`src/rtl/measure_frontend.sv`:
```
// measure_frontend: measurement-side responder for the secant current controller.
// Loads i_ref into the DAC, waits SETTLE_CYCLES, averages 2^AVG_LOG2 ADC
// conversions and publishes q_measured with a one-cycle ready pulse.
//
// Ports:
//   clk, rst_n        clock, asynchronous active-low reset
//   enable            run measurements while high; low aborts to IDLE
//   i_ref             requested current code (captured when entering LOAD)
//   dac_code/dac_load DAC code and one-cycle load strobe
//   adc_start         one-cycle conversion request
//   adc_valid/adc_data ADC result strobe and data
//   q_measured/ready  averaged result (held) and one-cycle publish pulse
//   timeout           sticky ADC watchdog fault
//
// Optional feature: define MEAS_TIMEOUT_EN to enable the ADC watchdog.
module measure_frontend #(
    parameter int unsigned BUS_WIDTH      = 10,
    parameter int unsigned SETTLE_CYCLES  = 16,
    parameter int unsigned AVG_LOG2       = 2,
    parameter int unsigned TIMEOUT_CYCLES = 255
) (
    input  logic                 clk,
    input  logic                 rst_n,
    input  logic                 enable,
    input  logic [BUS_WIDTH-1:0] i_ref,
    output logic [BUS_WIDTH-1:0] dac_code,
    output logic                 dac_load,
    output logic                 adc_start,
    input  logic                 adc_valid,
    input  logic [BUS_WIDTH-1:0] adc_data,
    output logic [BUS_WIDTH-1:0] q_measured,
    output logic                 ready,
    output logic                 timeout
);

    localparam int unsigned ACC_W  = BUS_WIDTH + AVG_LOG2;
    localparam int unsigned NSAMP  = 1 << AVG_LOG2;
    localparam int unsigned SAMP_W = AVG_LOG2 + 1;
    localparam int unsigned SCNT_W = (SETTLE_CYCLES < 2) ? 1 : $clog2(SETTLE_CYCLES);

    typedef enum logic [2:0] {
        IDLE,
        LOAD,
        SETTLE,
        CONVERT,
        WAIT_ADC,
        PUBLISH
    } state_t;

    state_t                state_q, state_d;
    logic [SCNT_W-1:0]     settle_cnt_q, settle_cnt_d;
    logic [SAMP_W-1:0]     samp_cnt_q, samp_cnt_d;
    logic [ACC_W-1:0]      acc_q, acc_d;
    logic [ACC_W-1:0]      acc_sum;
    logic [BUS_WIDTH-1:0]  dac_code_q, dac_code_d;
    logic [BUS_WIDTH-1:0]  q_meas_q, q_meas_d;
    logic                  dac_load_q, dac_load_d;
    logic                  adc_start_q, adc_start_d;
    logic                  ready_q, ready_d;

`ifdef MEAS_TIMEOUT_EN
    localparam int unsigned TMO_RAW = $clog2(TIMEOUT_CYCLES + 1);
    localparam int unsigned TMO_W   = (TMO_RAW < 8) ? 8 : TMO_RAW;
    logic [TMO_W-1:0] tmo_cnt_q, tmo_cnt_d;
    logic             timeout_q, timeout_d;
`endif

    assign acc_sum = acc_q + ACC_W'(adc_data);

    // Next-state and registered-output logic; strobes are decoded from the
    // next state so they line up with the state they belong to.
    always_comb begin
        state_d      = state_q;
        settle_cnt_d = settle_cnt_q;
        samp_cnt_d   = samp_cnt_q;
        acc_d        = acc_q;
        dac_code_d   = dac_code_q;
        q_meas_d     = q_meas_q;
`ifdef MEAS_TIMEOUT_EN
        tmo_cnt_d    = tmo_cnt_q;
        timeout_d    = timeout_q;
`endif

        case (state_q)
            IDLE: begin
                if (enable) state_d = LOAD;
            end
            LOAD: begin
                state_d      = SETTLE;
                settle_cnt_d = '0;
            end
            SETTLE: begin
                if (settle_cnt_q == SCNT_W'(SETTLE_CYCLES - 1)) begin
                    state_d = CONVERT;
                end else begin
                    settle_cnt_d = settle_cnt_q + SCNT_W'(1);
                end
            end
            CONVERT: begin
                state_d = WAIT_ADC;
`ifdef MEAS_TIMEOUT_EN
                tmo_cnt_d = TMO_W'(1);
`endif
            end
            WAIT_ADC: begin
                if (adc_valid) begin
                    acc_d      = acc_sum;
                    samp_cnt_d = samp_cnt_q + SAMP_W'(1);
                    if (samp_cnt_q == SAMP_W'(NSAMP - 1)) begin
                        state_d  = PUBLISH;
                        q_meas_d = BUS_WIDTH'(acc_sum >> AVG_LOG2);
                    end else begin
                        state_d = CONVERT;
                    end
`ifdef MEAS_TIMEOUT_EN
                end else if (tmo_cnt_q == TMO_W'(TIMEOUT_CYCLES - 1)) begin
                    // ADC never answered: flag it and restart the measurement.
                    timeout_d = 1'b1;
                    state_d   = LOAD;
                end else begin
                    tmo_cnt_d = tmo_cnt_q + TMO_W'(1);
`endif
                end
            end
            PUBLISH: begin
                state_d = LOAD;
            end
            default: state_d = IDLE;
        endcase

        // Abort: drop the partial measurement, keep dac_code and q_measured.
        if (state_q != IDLE && !enable) begin
            state_d    = IDLE;
            acc_d      = '0;
            samp_cnt_d = '0;
            q_meas_d   = q_meas_q;
        end

        // Entering LOAD captures i_ref and starts a fresh average.
        if (state_d == LOAD) begin
            dac_code_d = i_ref;
            acc_d      = '0;
            samp_cnt_d = '0;
        end

        dac_load_d  = (state_d == LOAD);
        adc_start_d = (state_d == CONVERT);
        ready_d     = (state_d == PUBLISH);
    end

    // State and output registers.
    always_ff @(posedge clk or negedge rst_n) begin
        if (!rst_n) begin
            state_q      <= IDLE;
            settle_cnt_q <= '0;
            samp_cnt_q   <= '0;
            acc_q        <= '0;
            dac_code_q   <= '0;
            q_meas_q     <= '0;
            dac_load_q   <= 1'b0;
            adc_start_q  <= 1'b0;
            ready_q      <= 1'b0;
        end else begin
            state_q      <= state_d;
            settle_cnt_q <= settle_cnt_d;
            samp_cnt_q   <= samp_cnt_d;
            acc_q        <= acc_d;
            dac_code_q   <= dac_code_d;
            q_meas_q     <= q_meas_d;
            dac_load_q   <= dac_load_d;
            adc_start_q  <= adc_start_d;
            ready_q      <= ready_d;
        end
    end

`ifdef MEAS_TIMEOUT_EN
    // Watchdog counter and sticky fault flag.
    always_ff @(posedge clk or negedge rst_n) begin
        if (!rst_n) begin
            tmo_cnt_q <= '0;
            timeout_q <= 1'b0;
        end else begin
            tmo_cnt_q <= tmo_cnt_d;
            timeout_q <= timeout_d;
        end
    end
    assign timeout = timeout_q;
`else
    assign timeout = 1'b0;
`endif

    assign dac_code   = dac_code_q;
    assign dac_load   = dac_load_q;
    assign adc_start  = adc_start_q;
    assign q_measured = q_meas_q;
    assign ready      = ready_q;

endmodule

```
`config.mk`:
```
export PLATFORM = sky130hd
export DESIGN_NAME = measure_frontend
export DESIGN_NICKNAME = d
export VERILOG_FILES = /design/src/rtl/measure_frontend.sv
export SDC_FILE = /design/constraint.sdc
export NUM_CORES = 1
export LEC_CHECK = 0
export CORE_MARGIN = 3
export CORE_UTILIZATION = 52
export DETAILED_ROUTE_END_ITERATION = 16
export PLACE_DENSITY = 0.88
export SLEW_MARGIN = 20
export SYNTH_ARGS = -nofsm -noshare
export SYNTH_HDL_FRONTEND = slang
export SYNTH_SLANG_ARGS = --single-unit
export TNS_END_PERCENT = 10
```
`constraint.sdc`:
```
create_clock -name clk -period 2.3 [get_ports clk]
set_input_delay 0.23 -clock clk [delete_from_list [all_inputs] [get_ports clk]]
set_output_delay 0.23 -clock clk [all_outputs]
set_load 0.03 [all_outputs]
```
# == Yosys cells after proc, flatten, opt, wreduce, memory -nomap -nowiden ==
# Cells that the tools add are included.
# op_classes
add_sub_neg,3
n_eq_ne,11
mux,16
n_bitwise,1
reduce_logical,10
# ops
operator,count
$mux 12,4
$mux 3,9
$pmux 3 s6,1
$add 12x10->12,1
$eq 3x2->1 const B,4
$eq 3x3->1 const B,3
$reduce_bool 3->1,3
$pmux 4 s2,1
$eq 3x1->1 const B,2
$add 4x1->4 const B,1
$eq 4x4->1 const B,1
$mux 4,1
$reduce_and 2->1,2
$reduce_and 4->1,1
$add 3x1->3 const B,1
$logic_not 3->1,1
$ne 2x2->1 const B,1
$reduce_bool 2->1,1
$logic_and 1x1->1,1
$logic_not 1->1,1
$not 1->1,1
# totals
ff_bits,45
input_bits,24
output_inout_bits,24
word_cells,50

# == Logic depth before layout (Yosys ltp) ==
# Gate-level depths: netlist of run 1.
# depth
ltp_word,8
ltp_mapped,10
mapped_depth_nobuf,9

# == Worst setup path after synthesis of run 1 ==
# Ideal clock, no wire load.
# synth_timing
path_kind,reg-to-reg
start,register samp_cnt_q[0]
end,register acc_q[7]
setup_ns,0.073
arrival_time_ns,1.922
t_required_ns,2.227
setup_slack_ns,0.305
stages_incl_launch_ff,11
n_path_buf,2
period_less_slack_ns,1.995
path_cell_list,dfrtp_1 -> ha_1 -> ha_1 -> nand4bb_1 -> a21oi_1 -> nor2_1 -> and3b_1 -> buf_6 -> or2_4 -> buf_12 -> a21oi_2
# synth_via
elab_chain_len,8
word_cells_on_any_way,10
cone_classes,eq/ne: 2; mux: 5; reduce/logical: 3
# synth_lines
element,line,text
start: declaration,52,"logic [SAMP_W-1:0] samp_cnt_q, samp_cnt_d;"
start signal: assignment,166,samp_cnt_q <= samp_cnt_d;
$eq 3x2->1 (*),109,if (samp_cnt_q == SAMP_W'(NSAMP - 1)) begin
$mux 3 (*),109,
$mux 3 (*),106,if (adc_valid) begin
$pmux 3 s6 (*),84,case (state_q)
$mux 3 (*),132,if (state_q != IDLE && !enable) begin
$eq 3x1->1 (*),140,if (state_d == LOAD) begin
$reduce_bool 3->1 (no source line),n/a,
$reduce_and 2->1 (no source line),n/a,
end signal: assignment,157,acc_q <= '0;
end signal: assignment,167,acc_q <= acc_d;
end: declaration,53,"logic [ACC_W-1:0] acc_q, acc_d;"
# Every way passes the cells marked *; elsewhere a longest branch is shown, timed or not.
# A chain may end at the register's enable or synchronous reset.

# == Worst setup path after layout of run 1 ==
# layout_timing
start,input adc_data[0]
end,"register q_meas_q[4], in the netlist q_measured[4]"
# layout_via
elab_chain_len,1
# layout_lines
element,line,text
start: declaration,30,"input logic [BUS_WIDTH-1:0] adc_data,"
$add 12x10->12,68,assign acc_sum = acc_q + ACC_W'(adc_data);
end signal: assignment,169,q_meas_q <= q_meas_d;
end: declaration,56,"logic [BUS_WIDTH-1:0] q_meas_q, q_meas_d;"
# Every way passes these cells.

==> flow_summary.yaml, run 1 <==
cts:
  clk_pin_slew_ns: 0.09
  numCtsBuffers: 5
  htree_levels: 2
  cts_tree: "done"
  clock_sinks: 45
  worstSkewPairLatency_ns: 0.30
  clk_path_buf_depth: 2
  root_buffer: "clkbuf_8"
sta:
  finalSetupViolCount: 0
  finalHoldViolCount: 0
  drv_slew: 0
  fin_tns_setup_ns: 0
  slew_headroom: 0.622
  rsz0062_at_grt: "true"
  final.period_utilization: 0.961
  clock_skew_ns: 0.00440
  worst_pin_slew_ns: 0.567
  period_needed_ns: 2.21
  fmax_ghz: 0.452
global_route:
  grt_pass1_wl_um: 9800
  gr-usage-all-layers: 0.205
  grt_pass1_vias: 2067
  grt_start_max_net_pins: 46
  overflow: 0
  antenna_found_initial: 0
drt:
  routed-via-count: 2001
  routedWlPerCell_um: 15.1
  firstDrtPassIters: 4
  drtAntennaViolNets: 0
  post_drt_via_cell_ratio: 5.32
  drc: 0
  routed_wl_um: 5670
  first_iter_violations: 77
layout:
  stdcell_area_sq_mm: 0.00329
  diodes: 0
  layoutNonFillerInstCount: 376
  drive_gt1_frac: 0.183
  area_growth_pct: 29.0
  fin_nets: 349
  finish.utilization: 0.725
yosys:
  synth_fp_nets: 285
  synth_top_cell_by_area: "dfrtp_1"
  synth_area_sq_mm: 0.00255
  post-synth-top-count-cell: "dfrtp_1"
  synth_area_per_cell_sq_um: 10.4
  netlist.area_leader.share: 0.442
  ys_types: 50
  yosys_warnings: 0
  synth.area.top_cells: "dfrtp_1 (44%), ha_1 (6.9%), nand2_1 (5.7%)"
  synth_commonest_cells: "dfrtp_1 (45), nand2_1 (39), ha_1 (14), nor2_1 (14)"
  async_flop_share: 1.00
  synth-edff-count: 0
  netlist_instances: 246
  synth-seq-cells: 45
  ys.flop_type: "dfrtp_1"
  synth-seq-area-share: 0.442
die:
  initial_core_util: 0.562
  rows: 24
  io_pins: 48
  coreArea_sq_mm: 0.00453
  die_area_sq_mm: 0.00577
  die_y_um: 76.0
  die_w_um: 76.0
critical_path:
  cp.required_ns: 2.50
  r2r_end: "q_measured[4]$_DFFE_PN0P_"
  crit_start: "adc_data[0]"
  crit_path_end: "q_measured[4]$_DFFE_PN0P_"
  worstSetupPathType: "in2reg"
  worstReg2RegStart: "acc_q[0]$_DFFE_PN0P_"
  cp.arrival_ns: 2.41
  rr_worst_depth: 9
  regToRegSetupSlack_ns: 0.12
  end_kind: "register"
  cp_max_fo: 4
  start_kind: "primary input"
power:
  p_clk_frac: 0.198
  p_switching_w: 0.00115
  powerDensity_mw_per_mm2: 952
  internal-power_w: 0.00198
  finalPower_w: 0.00313
  switching_share: 0.368
  p_comb_frac: 0.457
  power_leakage_nw: 1.47
  power_frac_seq: 0.344
  ir_drop_uv: 517
hold_path:
  min_path_type: "in2async"
run:
  max_cap_violations: 0
run_status:
  status: "completed"
place:
  dpl.hpwl_um: 4030
  port_buffers: 46
  placement.cell_area_sq_mm: 0.00311
  gp_congestion: 0.894
  dp.cells: 360
==> per-layer routing <==
layer / track usage / wire, um / share of wire / vias up
li1: - / - / - / 980
met1: 0.272 / 2510 / 0.44 / 970
met2: 0.348 / 2880 / 0.51 / 46
met3: 0.0426 / 236 / 0.042 / 5
met4: 0.0471 / 46 / 0.0081 / 0
met5: 0 / 0 / 0 / -
==> power groups by stage <==
stage	combinational (W)	clock, W	sequential (W)
3_5_place_dp	0.00130	0	0.00109
5_1_grt	0.00154	0.000663	0.00110
3_3_place_gp	0.00128	0	0.00108
4_1_cts	0.00132	0.000624	0.00107
6_report	0.00143	0.000621	0.00108
2_1_floorplan	0.000764	0	0.00127
==> layout make-up <==
cell class,instances,area [sq um]
multi-input cells,183,1300
flip-flops and latches,45,1130
clock inverters,3,46.3
inverters,7,26.3
well taps,65,81.3
repair buffers,68,638
clock buffers,5,68.8
fillers,338,1250
==> metrics by stage <==
step | hold slack [ns] | setup slack [ns]
2_1_floorplan | -0.0656 | 0.305
3_3_place_gp | 0.450 | -0.0822
3_5_place_dp | 0.449 | -0.176
4_1_cts | 0.122 | 0.101
5_1_grt | 0.506 | -0.0526
6_report | 0.453 | 0.0895
==> kinds of logic (layout without fill, tap and decap cells) <==
kind of cell             Yosys count  in the layout  share of synthesized area
AND/OR/NAND/NOR                   92             92                      0.189
AO/OA/AOI/OAI                     53             53                      0.146
flip-flops                        45             45                      0.442
buffers and inverters             18             83                     0.0481
adder cells (fa/ha/maj)           15             15                     0.0766
XOR/XNOR                          11             11                     0.0378
multiplexers                      11             11                     0.0589
other                              1              1                    0.00147
==> cell usage in the layout, fill, tap and decap left out, types with 5 or more instances in the layout <==
master	count
dfrtp_1	45
xor2_1	5
xnor2_1	6
nor2_1	14
a21oi_2	8
ha_1	14
mux2_4	7
buf_4	21
a21oi_1	11
clkbuf_8	5
nand2_1	39
nor2b_1	6
clkdlybuf4s50_1	45
nor3_1	6
o21ai_0	11
inv_1	6
==> worst min path at each step <==
| stage | cells past startpoint | startpoint | to |
|---|---|---|---|
| floorplan | 0 | rst_n | acc_q[0]$_DFFE_PN0P_ |
| global route | 2 | q_measured[3]$_DFFE_PN0P_ | q_measured[3]$_DFFE_PN0P_ |
| detailed placement | 1 | rst_n | q_measured[0]$_DFFE_PN0P_ |
| finish | 2 | rst_n | acc_q[0]$_DFFE_PN0P_ |
| CTS | 1 | rst_n | acc_q[0]$_DFFE_PN0P_ |
| global placement | 1 | rst_n | acc_q[0]$_DFFE_PN0P_ |
==> worst max-delay path, stage by stage <==
cell and delay (ns):
clkdlybuf4s50_1 0.46, ha_1 0.18, inv_1 0.06, fa_1 0.41, nor2b_1 0.22, o31a_1 0.25
o21a_1 0.13, nor2_1 0.04, xnor2_1 0.13, mux2_1 0.29
==> state kept, by name, indices dropped and copies added, names as in the netlist <==
name and flops:
adc_start 1, acc_q 12, dac_load 1, dac_code 10
settle_cnt_q 4, samp_cnt_q 3, ready 1, q_measured 10
state_q 3
==> timing repair <==
item / CTS / global route
hold endpoints to repair: 0 / 45
setup endpoints to repair: 0 / 3
buffers inserted: 0 / 7
hold buffers: 0 / 1
resized for setup: 0 / 0
Note: power is estimated with default switching activity, not from simulation.
==> run 2, diff against run 1 <==
Settings changed: CAP_MARGIN from default to 20, CELL_PAD_IN_SITES_DETAIL_PLACEMENT from default to 1, CELL_PAD_IN_SITES_GLOBAL_PLACEMENT from default to 2, CORE_UTILIZATION 52 to 33, SKIP_LAST_GASP from default to 1.
==> run 2 against run 1 <==
Critical path type is now reg2reg. Sequential cell count stayed put. Routed wire length is 9.7% higher. Register-to-register slack worse by 0.04 ns. Sequential power hardly changed. Hold slack worse by 0.41 ns. Fmax is 0.25% lower. Final cell count is 9.0% higher. Critical path depth is 2 lower. Largest power group unchanged. Via count is 0.20% higher.
==> flow_summary.yaml, run 2 (synthesis results as in run 1) <==
run_status:
  status: "completed"
power:
  ir_drop_uv: 304
  power_frac_seq: 0.347
  powerDensity_mw_per_mm2: 935
  p_switching_w: 0.00112
  p_clk_frac: 0.227
  internal-power_w: 0.00200
  p_comb_frac: 0.426
  power_leakage_nw: 1.48
  switching_share: 0.360
sta:
  clock_skew_ns: 0.00519
  fin_tns_setup_ns: 0
  period_needed_ns: 2.22
  worst_pin_slew_ns: 0.852
  drv_slew: 0
  finalSetupViolCount: 0
  final.period_utilization: 0.964
  fmax_ghz: 0.451
  finalHoldViolCount: 0
  slew_headroom: 0.432
  rsz0062_at_grt: "true"
critical_path:
  critical-path-max-stage-delay_ns: 0.41
  worstReg2RegStart: "samp_cnt_q[0]$_DFFE_PN0P_"
  path_cells: "ha_1 > ha_1 > nand4bb_1 > a21oi_1 > nor2_1 > and3b_1 > or2_4 > a211oi_1"
  start_kind: "register"
  slowest_stage: "dfrtp_1"
  cp_max_fo: 13
  worstSetupPathType: "reg2reg"
  path_common_cell: "ha_1"
  crit_start: "samp_cnt_q[0]$_DFFE_PN0P_"
  cp.arrival_ns: 2.42
  cp.required_ns: 2.51
  end_kind: "register"
place:
  port_buffers: 46
  gp_congestion: 0.813
  dp.cells: 402
  dpl.hpwl_um: 4740
die:
  rows: 31
  die_y_um: 93.9
  io_pins: 48
  initial_core_util: 0.346
  coreArea_sq_mm: 0.00737
  die_area_sq_mm: 0.00881
  die_w_um: 93.9
cts:
  root_buffer: "clkbuf_8"
  htree_levels: 2
  numCtsBuffers: 5
  cts_resized: 0
  clk_pin_slew_ns: 0.09
  worstSkewPairLatency_ns: 0.30
  cts_hold_buffers: 0
  clock_sinks: 45
  clk_path_buf_depth: 2
  postCtsSetupBuffers: 0
  cts_tree: "done"
global_route:
  grt_pass1_vias: 2162
  gr-usage-all-layers: 0.152
  overflow: 0
  antenna_found_initial: 0
  grt_start_max_net_pins: 38
  grt_pass1_wl_um: 10500
drt:
  routedWlPerCell_um: 15.2
  drtAntennaViolNets: 0
  routed-via-count: 2005
  drc: 0
  firstDrtPassIters: 4
  first_iter_violations: 58
  post_drt_via_cell_ratio: 4.89
  routed_wl_um: 6220
layout:
  drive_gt1_frac: 0.193
  layoutNonFillerInstCount: 410
  diodes: 0
  fin_nets: 349
  multi_input_area_sq_mm: 0.00131
  final_cell_mix: "dfrtp_1 (45), clkdlybuf4s50_1 (45), nand2_1 (39), buf_4 (22)"
  area_growth_pct: 31.1
  largest-register: "acc_q"
  seqCellArea_sq_mm: 0.00113
  largest_register_ffs: 12
  fillCellCount: 849
hold_path:
  min_path_type: "in2async"
run:
  max_cap_violations: 0
[run 2: cell count changes in the layout (fill, tap and decap cells not counted)]
cell,delta
a211oi_2,+2
clkinv_2,+1
a211oi_1,-2
buf_2,+1
clkinv_4,-1
bufinv_16,+1
buf_4,+1
dlygate4sd3_1,-1
buf_12,-1
clkinvlp_4,-1
[run 2: power by group through the flow]
stage / clock network [W] / registers [W] / logic (W)
after global placement: 0 / 0.00109 / 0.00130
after global routing: 0.000762 / 0.00111 / 0.00145
after floorplan: 0 / 0.00127 / 0.000764
after CTS: 0.000731 / 0.00108 / 0.00134
final: 0.000709 / 0.00108 / 0.00133
after detailed placement: 0 / 0.00110 / 0.00134
[run 2: layout make-up]
cell class | count | area share
multi-input cells | 183 | 0.392
flip-flops and latches | 45 | 0.337
repair buffers | 68 | 0.186
well taps | 99 | 0.0371
clock buffers | 5 | 0.0206
clock inverters | 3 | 0.0195
inverters | 7 | 0.00787
[run 2: layer usage]
metal	global-route usage	part of all wire	vias to the layer above
li1	-	-	983
met5	0	0	-
met4	0.0505	0.013	0
met2	0.255	0.49	35
met1	0.194	0.46	981
met3	0.0288	0.035	6
[run 2: metrics by stage]
step / power [W] / util / setup slack, ns / cell area (sq um) / hold slack (ns)
floorplan: 0.00203 / - / 0.305 / 2550 / -0.0656
global placement: 0.00239 / 0.434 / -0.0925 / 3200 / 0.384
detailed placement: 0.00243 / 0.434 / -0.131 / 3200 / 0.390
CTS: 0.00316 / 0.452 / 0.0304 / 3330 / 0.0668
global route: 0.00332 / 0.453 / -0.0662 / 3340 / 0.101
finish: 0.00312 / 0.453 / 0.0839 / 3340 / 0.0381
[run 2: final timing paths]
check / end / slack [ns] / depth (start not counted)
worst max-delay path: samp_cnt_q[2]$_DFFE_PN0P_ / 0.08 / 8
worst min-delay path: q_measured[1]$_DFFE_PN0P_ / 0.04 / 1
worst max register to register: samp_cnt_q[2]$_DFFE_PN0P_ / 0.08 / 8
worst min register to register: q_measured[8]$_DFFE_PN0P_ / 0.48 / 2
max in group asynchronous: dac_code[8]$_DFFE_PN0N_ / 1.60 / 2
min in group clk: q_measured[8]$_DFFE_PN0P_ / 0.48 / 2
[run 2: critical path, delay by kind of cell, from the launching register on]
family                   cells  cell delay, ns
AO/OA/AOI/OAI                2            0.37
adder cells (fa/ha/maj)      2            0.42
flip-flops                   1            0.41
AND/OR/NAND/NOR              4            0.93
==> variant 1, RTL diff (flow settings as in run 1) <==
The 6 states of `state_t` get a one-hot encoding in 6 bits.
--- a/src/rtl/measure_frontend.sv
+++ b/src/rtl/measure_frontend.sv
@@ -39,11 +39,11 @@
     localparam int unsigned SCNT_W = (SETTLE_CYCLES < 2) ? 1 : $clog2(SETTLE_CYCLES);
 
-    typedef enum logic [2:0] {
-        IDLE,
-        LOAD,
-        SETTLE,
-        CONVERT,
-        WAIT_ADC,
-        PUBLISH
+    typedef enum logic [5:0] {
+        IDLE     = 6'b000001,
+        LOAD     = 6'b000010,
+        SETTLE   = 6'b000100,
+        CONVERT  = 6'b001000,
+        WAIT_ADC = 6'b010000,
+        PUBLISH  = 6'b100000
     } state_t;
 
Check against the original RTL: no difference found for any inputs over 10 cycles, from zero or initial values and one cycle with rst_n low; not proved beyond that.
==> variant 1 against run 1 <==
Sequential cell count increased by 3; hold slack got worse by 44 ps; first-iteration DRC count increased by 58%; global-route usage decreased by 0.62 points; core utilization decreased by 3.8 points; sequential share of layout area increased by 2.3 points; setup slack got worse by 2.1 ps; synthesized area increased by 1.8%; non-clock buffer count decreased by 8; design area about the same; wire length decreased by 5.1%.
Power is not compared: it rests on default switching activity, and its combinational part moved more than twofold at a synthesized area within 25%.
==> variant 1: results (changes against run 1) <==
stage;metric;value;unit;change
run_status;status;finished clean;;
grt;grt_max_degree;28;;-39%
sta;whs;408.7;ps;-43.96 ps
cells_and_area;num-nets-final;324;;-7.2%
clocking;clk_pin_slew;90;ps;about the same
critical_path;rr_endpoint;q_measured[8]$_DFFE_PN0P_;;
route;drt_iter0_drc;122;;+58%
clocking;insertion_delay;310;ps;
cells_and_area;nFillCells;369;;+9.2%
sta;max_freq;452.0;MHz;about the same
grt;grt_pass1_wl;9.356;mm;-4.6%
cells_and_area;drive_above_1_share;19.16;%;+0.84 points
critical_path;critPathLaunch;acc_q[0]$_DFFE_PN0P_;;
yosys;synth_ff_type;dfrtp_1;;
sta;maxSlewHeadroom;64.24;%;+2.0 points
yosys;synth_cell_types;48;;-4.0%
yosys;postSynthCellCount;227;;-7.7%
cells_and_area;largest_register_ffs;12;;unchanged
clocking;cts_root_buf;clkbuf_8;;
clocking;clockBufferDepth;2;;unchanged
clocking;cts_buffers;5;;unchanged
critical_path;crit_end;q_measured[8]$_DFFE_PN0P_;;
critical_path;cpPeakStageDelay;390;ps;-70 ps
critical_path;critical_path.slowest_cell;dfrtp_1;;
critical_path;path_max_fanout;3;;-1
yosys;synth_fp_nets;265;;-7.0%
yosys;synth_area_leaders;dfrtp_1 45%, mux2_2 7.8%, ha_1 6.3%;;
critical_path;cp_top_family;compound AO/OA/AOI/OAI gates;;
critical_path;rr_worst_depth;8;;-1
grt;grt_antenna_before_repair;0;;unchanged
yosys;yosysSeqAreaShare;46.38;%;+2.2 points
cells_and_area;final_cells;354;;-5.9%
yosys;synth_common_cells;47 x dfrtp_1, 28 x nor2_1, 18 x mux2_2;;
route;vias_per_cell;5.568;;+4.6%
route;firstDrtPassIters;4;;unchanged
min_path;hp-class;in -> async;;
sta;skew;5.603;ps;+1.204 ps
cells_and_area;max_flop_register;acc_q;;
critical_path;cp.arrival;2410;ps;about the same
critical_path;rrSetupSlack;90;ps;-30 ps
yosys;ys_warn_count;0;;unchanged
power;leakage;1.544;nW;
cells_and_area;antenna_cells;0;;unchanged
clocking;postCtsSetupBuffers;0;;unchanged
grt;grt_usage;19.90;%;-0.62 points
power;peakVddDrop;484.3;µV;
clocking;htreeDepth;2;;unchanged
placed_design;routabilityCongestion;0.8204;;-8.2%
placed_design;dp.cells;345;;-4.2%
clocking;postCtsHoldBufs;1;;+1
placed_design;post-place-ws;-243.8;ps;-67.97 ps
placed_design;io_buffers;46;;unchanged
grt;grt_pass1_vias;2044;;-1.1%
yosys;async_flop_share;100.0;%;unchanged
clocking;cts_resized;0;;unchanged
placed_design;dp_hpwl;3.948;mm;-2.1%
route;drt-total-wl;5.382;mm;-5.1%
==> variant 1: kinds of logic (layout without fill, tap and decap cells) <==
group,count (synthesis),count (layout),synth area share [%]
and+or+nand+nor,67,67,15.49
AOI/OAI and AO/OA,51,51,13.37
DFF,48,48,46.38
muxes,22,22,10.14
adders and majority gates,14,14,7.047
xor gates and xnor gates,13,13,4.392
buffers and inverters,11,71,3.040
other,1,1,0.1446
==> variant 1: cell type report <==
type,instances,area [µm²],area share (%)
Inverter,3,11.26,0.3425
Sequential cell,48,1202,36.57
Timing Repair Buffer,60,575.6,17.50
Clock buffer,6,82.58,2.511
Clock inverter,2,13.76,0.4186
Tap cell,67,83.83,2.549
Multi-Input combinational cell,168,1319,40.11
==> variant 1: worst reg2reg max path, cell delays in order (launching register included) <==
cell and delay [ps]:
dfrtp_1 390, ha_1 210, fa_2 350, a211o_1 350, a211oi_2 190, o31ai_1 110, a21oi_2 160, xnor2_1 80
mux2_2 260
==> variant 1: stage by stage <==
stage / power [mW] / TNS [ps] / cell area, µm²
final: 2.186 / 0 / 3288
after global routing: 2.295 / 0 / 3288
after CTS: 2.208 / 0 / 3281
after detailed placement: 1.670 / -980.8 / 3174
after global placement: 1.649 / -661.1 / 3174
after floorplan: 1.399 / 0 / 2592
==> variant 1: where the power goes <==
part / switching [mW] / leakage, nW / internal [mW]
Clock: 0.289 / 0.0516 / 0.246
Sequential: 0.0579 / 0.642 / 0.932
Combinational: 0.343 / 0.850 / 0.318
==> variant 1: layer usage <==
layer  vias to the layer above  track usage, %  part of all wire, %  routed length, µm
li1                        941               -                    -                  -
met1                       971           24.81                   45               2426
met2                        45           34.09                   50               2677
met3                        14           3.310                  2.6                141
met4                         0           8.514                  2.5                137
met5                         -               0                    0                  0
==> variant 2, RTL diff (settings of run 1) <==
Without the edit above. Set the parameter `BUS_WIDTH` to 20 (it was 10).
--- a/src/rtl/measure_frontend.sv
+++ b/src/rtl/measure_frontend.sv
@@ -15,5 +15,5 @@
 // Optional feature: define MEAS_TIMEOUT_EN to enable the ADC watchdog.
 module measure_frontend #(
-    parameter int unsigned BUS_WIDTH      = 10,
+    parameter int unsigned BUS_WIDTH      = 20,
     parameter int unsigned SETTLE_CYCLES  = 16,
     parameter int unsigned AVG_LOG2       = 2,
Ports: changed (resized adc_data, dac_code, i_ref and q_measured); port bits go from 48 to 88. The function was not compared with the original's and may differ.
==> variant 2 against run 1 <==
The run now ends with hold timing, setup timing left; core utilization up 7.7 points; wire length up 130%; combinational power up 120%; design area up 78%; sequential cell count up 30; synthesized area up 55%; power up 96%; setup slack worse by 330 ps; highest routed layer unchanged.
==> variant 2: results (changes against run 1) <==
stage;metric;value;unit;change
grt;grt_pass1_vias;3877;;+88%
cells_and_area;nonClkBufAreaFrac;24.23;%;+4.8 points
sta;maxSlewHeadroom;38.35;%;-24 points
cells_and_area;antenna_cells;0;;unchanged
yosys;synth_cell_types;43;;-14%
route;vias_per_cell;6.229;;+17%
clocking;insertion_delay;380;ps;+80 ps
route;wl_met1;4.660;mm;+86%
cells_and_area;nFillCells;413;;+22%
route;met2_length;6.312;mm;+120%
cells_and_area;buffers;153;;+130%
placed_design;dp_hpwl;7.342;mm;+82%
cells_and_area;drive_above_1_share;29.92;%;+12 points
placed_design;routabilityCongestion;0.9449;;+5.7%
yosys;yosysSeqAreaShare;47.68;%;+3.5 points
placed_design;post-place-ws;-538.5;ps;-362.7 ps
yosys;ys_warn_count;0;;unchanged
cells_and_area;fin_util;80.15;%;+7.7 points
sta;skew;17.60;ps;+13.20 ps
placed_design;post_dp_cell_area;5334;µm²;+72%
grt;grt_max_degree;76;;+65%
power;seq_power_share;32.5;%;-1.9 points
cells_and_area;inverters;5;;-2
yosys;synth_fp_nets;432;;+52%
sta;whs;-8.813;ps;-461.5 ps
power;peakVddDrop;800.5;µV;+55%
placed_design;dp.cells;592;;+64%
yosys;synth_area_leaders;dfrtp_1 48%, mux2_2 10%, ha_1 7.6%;;
clocking;htreeDepth;3;;+1
run_status;violations;hold timing, setup timing;;
route;firstDrtPassIters;6;;+2
sta;setup_ws;-241.9;ps;-331.4 ps
grt;grt_usage;27.01;%;+6.5 points
placed_design;io_buffers;86;;+87%
power;p_clk_share;16.2;%;-3.6 points
critical_path;cp_top_family;compound AO/OA/AOI/OAI gates;;
clocking;clock-sinks;75;;+67%
critical_path;cpPeakStageDelay;420;ps;-40 ps
run_status;status;finished with violations;;
yosys;synth_common_cells;75 x dfrtp_1, 36 x mux2_2, 35 x nand2_1;;
cells_and_area;seq_share;32.11;%;-2.2 points
sta;tns;-2944;ps;-2944 ps
sta;setup_viol;32;;+32
power;netSwitchingPower;2.559;mW;+120%
cells_and_area;num-multi-input-gates;269;;+47%
cells_and_area;multi_input_area;2225;µm²;+71%
sta;finalHoldViolations;20;;+20
critical_path;cp.arrival;2800;ps;+390 ps
power;swShare;41.78;%;+5.0 points
cells_and_area;clkCellAreaFrac;3.147;%;-0.36 points
cells_and_area;num-nets-final;582;;+67%
## variant 2: changes by cell type in the layout (fill, tap and decap cells not counted), sizes merged, moves of 7 or more
| cell | before | now |
|---|---|---|
| buf | 22 | 67 |
| clkdlybuf4s50 | 45 | 85 |
| dfrtp | 45 | 75 |
| mux2 | 11 | 36 |
| a22o | 0 | 18 |
| ha | 14 | 24 |
| o21ai | 11 | 20 |
| nand3 | 3 | 10 |
## variant 2: path summary, 6_finish.rpt
path	endpoint	depth (start not counted)	start	slack, ps
worst max-delay path	q_measured[12]$_DFFE_PN0P_	9	acc_q[0]$_DFFE_PN0P_	-240
worst min-delay path	acc_q[18]$_DFFE_PN0P_	1	rst_n	-9
worst max register to register	q_measured[12]$_DFFE_PN0P_	9	acc_q[0]$_DFFE_PN0P_	-240
worst min register to register	q_measured[13]$_DFFE_PN0P_	2	q_measured[13]$_DFFE_PN0P_	490
max in group asynchronous	q_measured[6]$_DFFE_PN0P_	1	rst_n	1700
min in group clk	dac_code[13]$_DFFE_PN0N_	2	i_ref[13]	450
## variant 2: metal layers
| metal | global-route usage [%] | vias to the layer above |
|---|---|---|
| met5 | 0 | - |
| met4 | 17.22 | 0 |
| met3 | 4.425 | 120 |
| met2 | 46.31 | 283 |
| met1 | 31.34 | 1811 |
| li1 | - | 1629 |
## variant 2: timing repair
item	CTS	global route
cloned	0	2
pin swaps	9	10
resized for setup	18	33
buffers inserted	4	3
setup endpoints to repair	37	58
## variant 2: kinds of logic (layout without fill, tap and decap cells)
group,Yosys count,after routing,synth area share (%)
mux,37,37,10.55
simple gates,92,92,11.06
xor+xnor,19,19,4.228
fa+ha+maj,25,25,8.137
other cells,1,1,0.09527
buf+inv,19,174,2.225
compound gates,95,95,16.02
flops,75,75,47.68
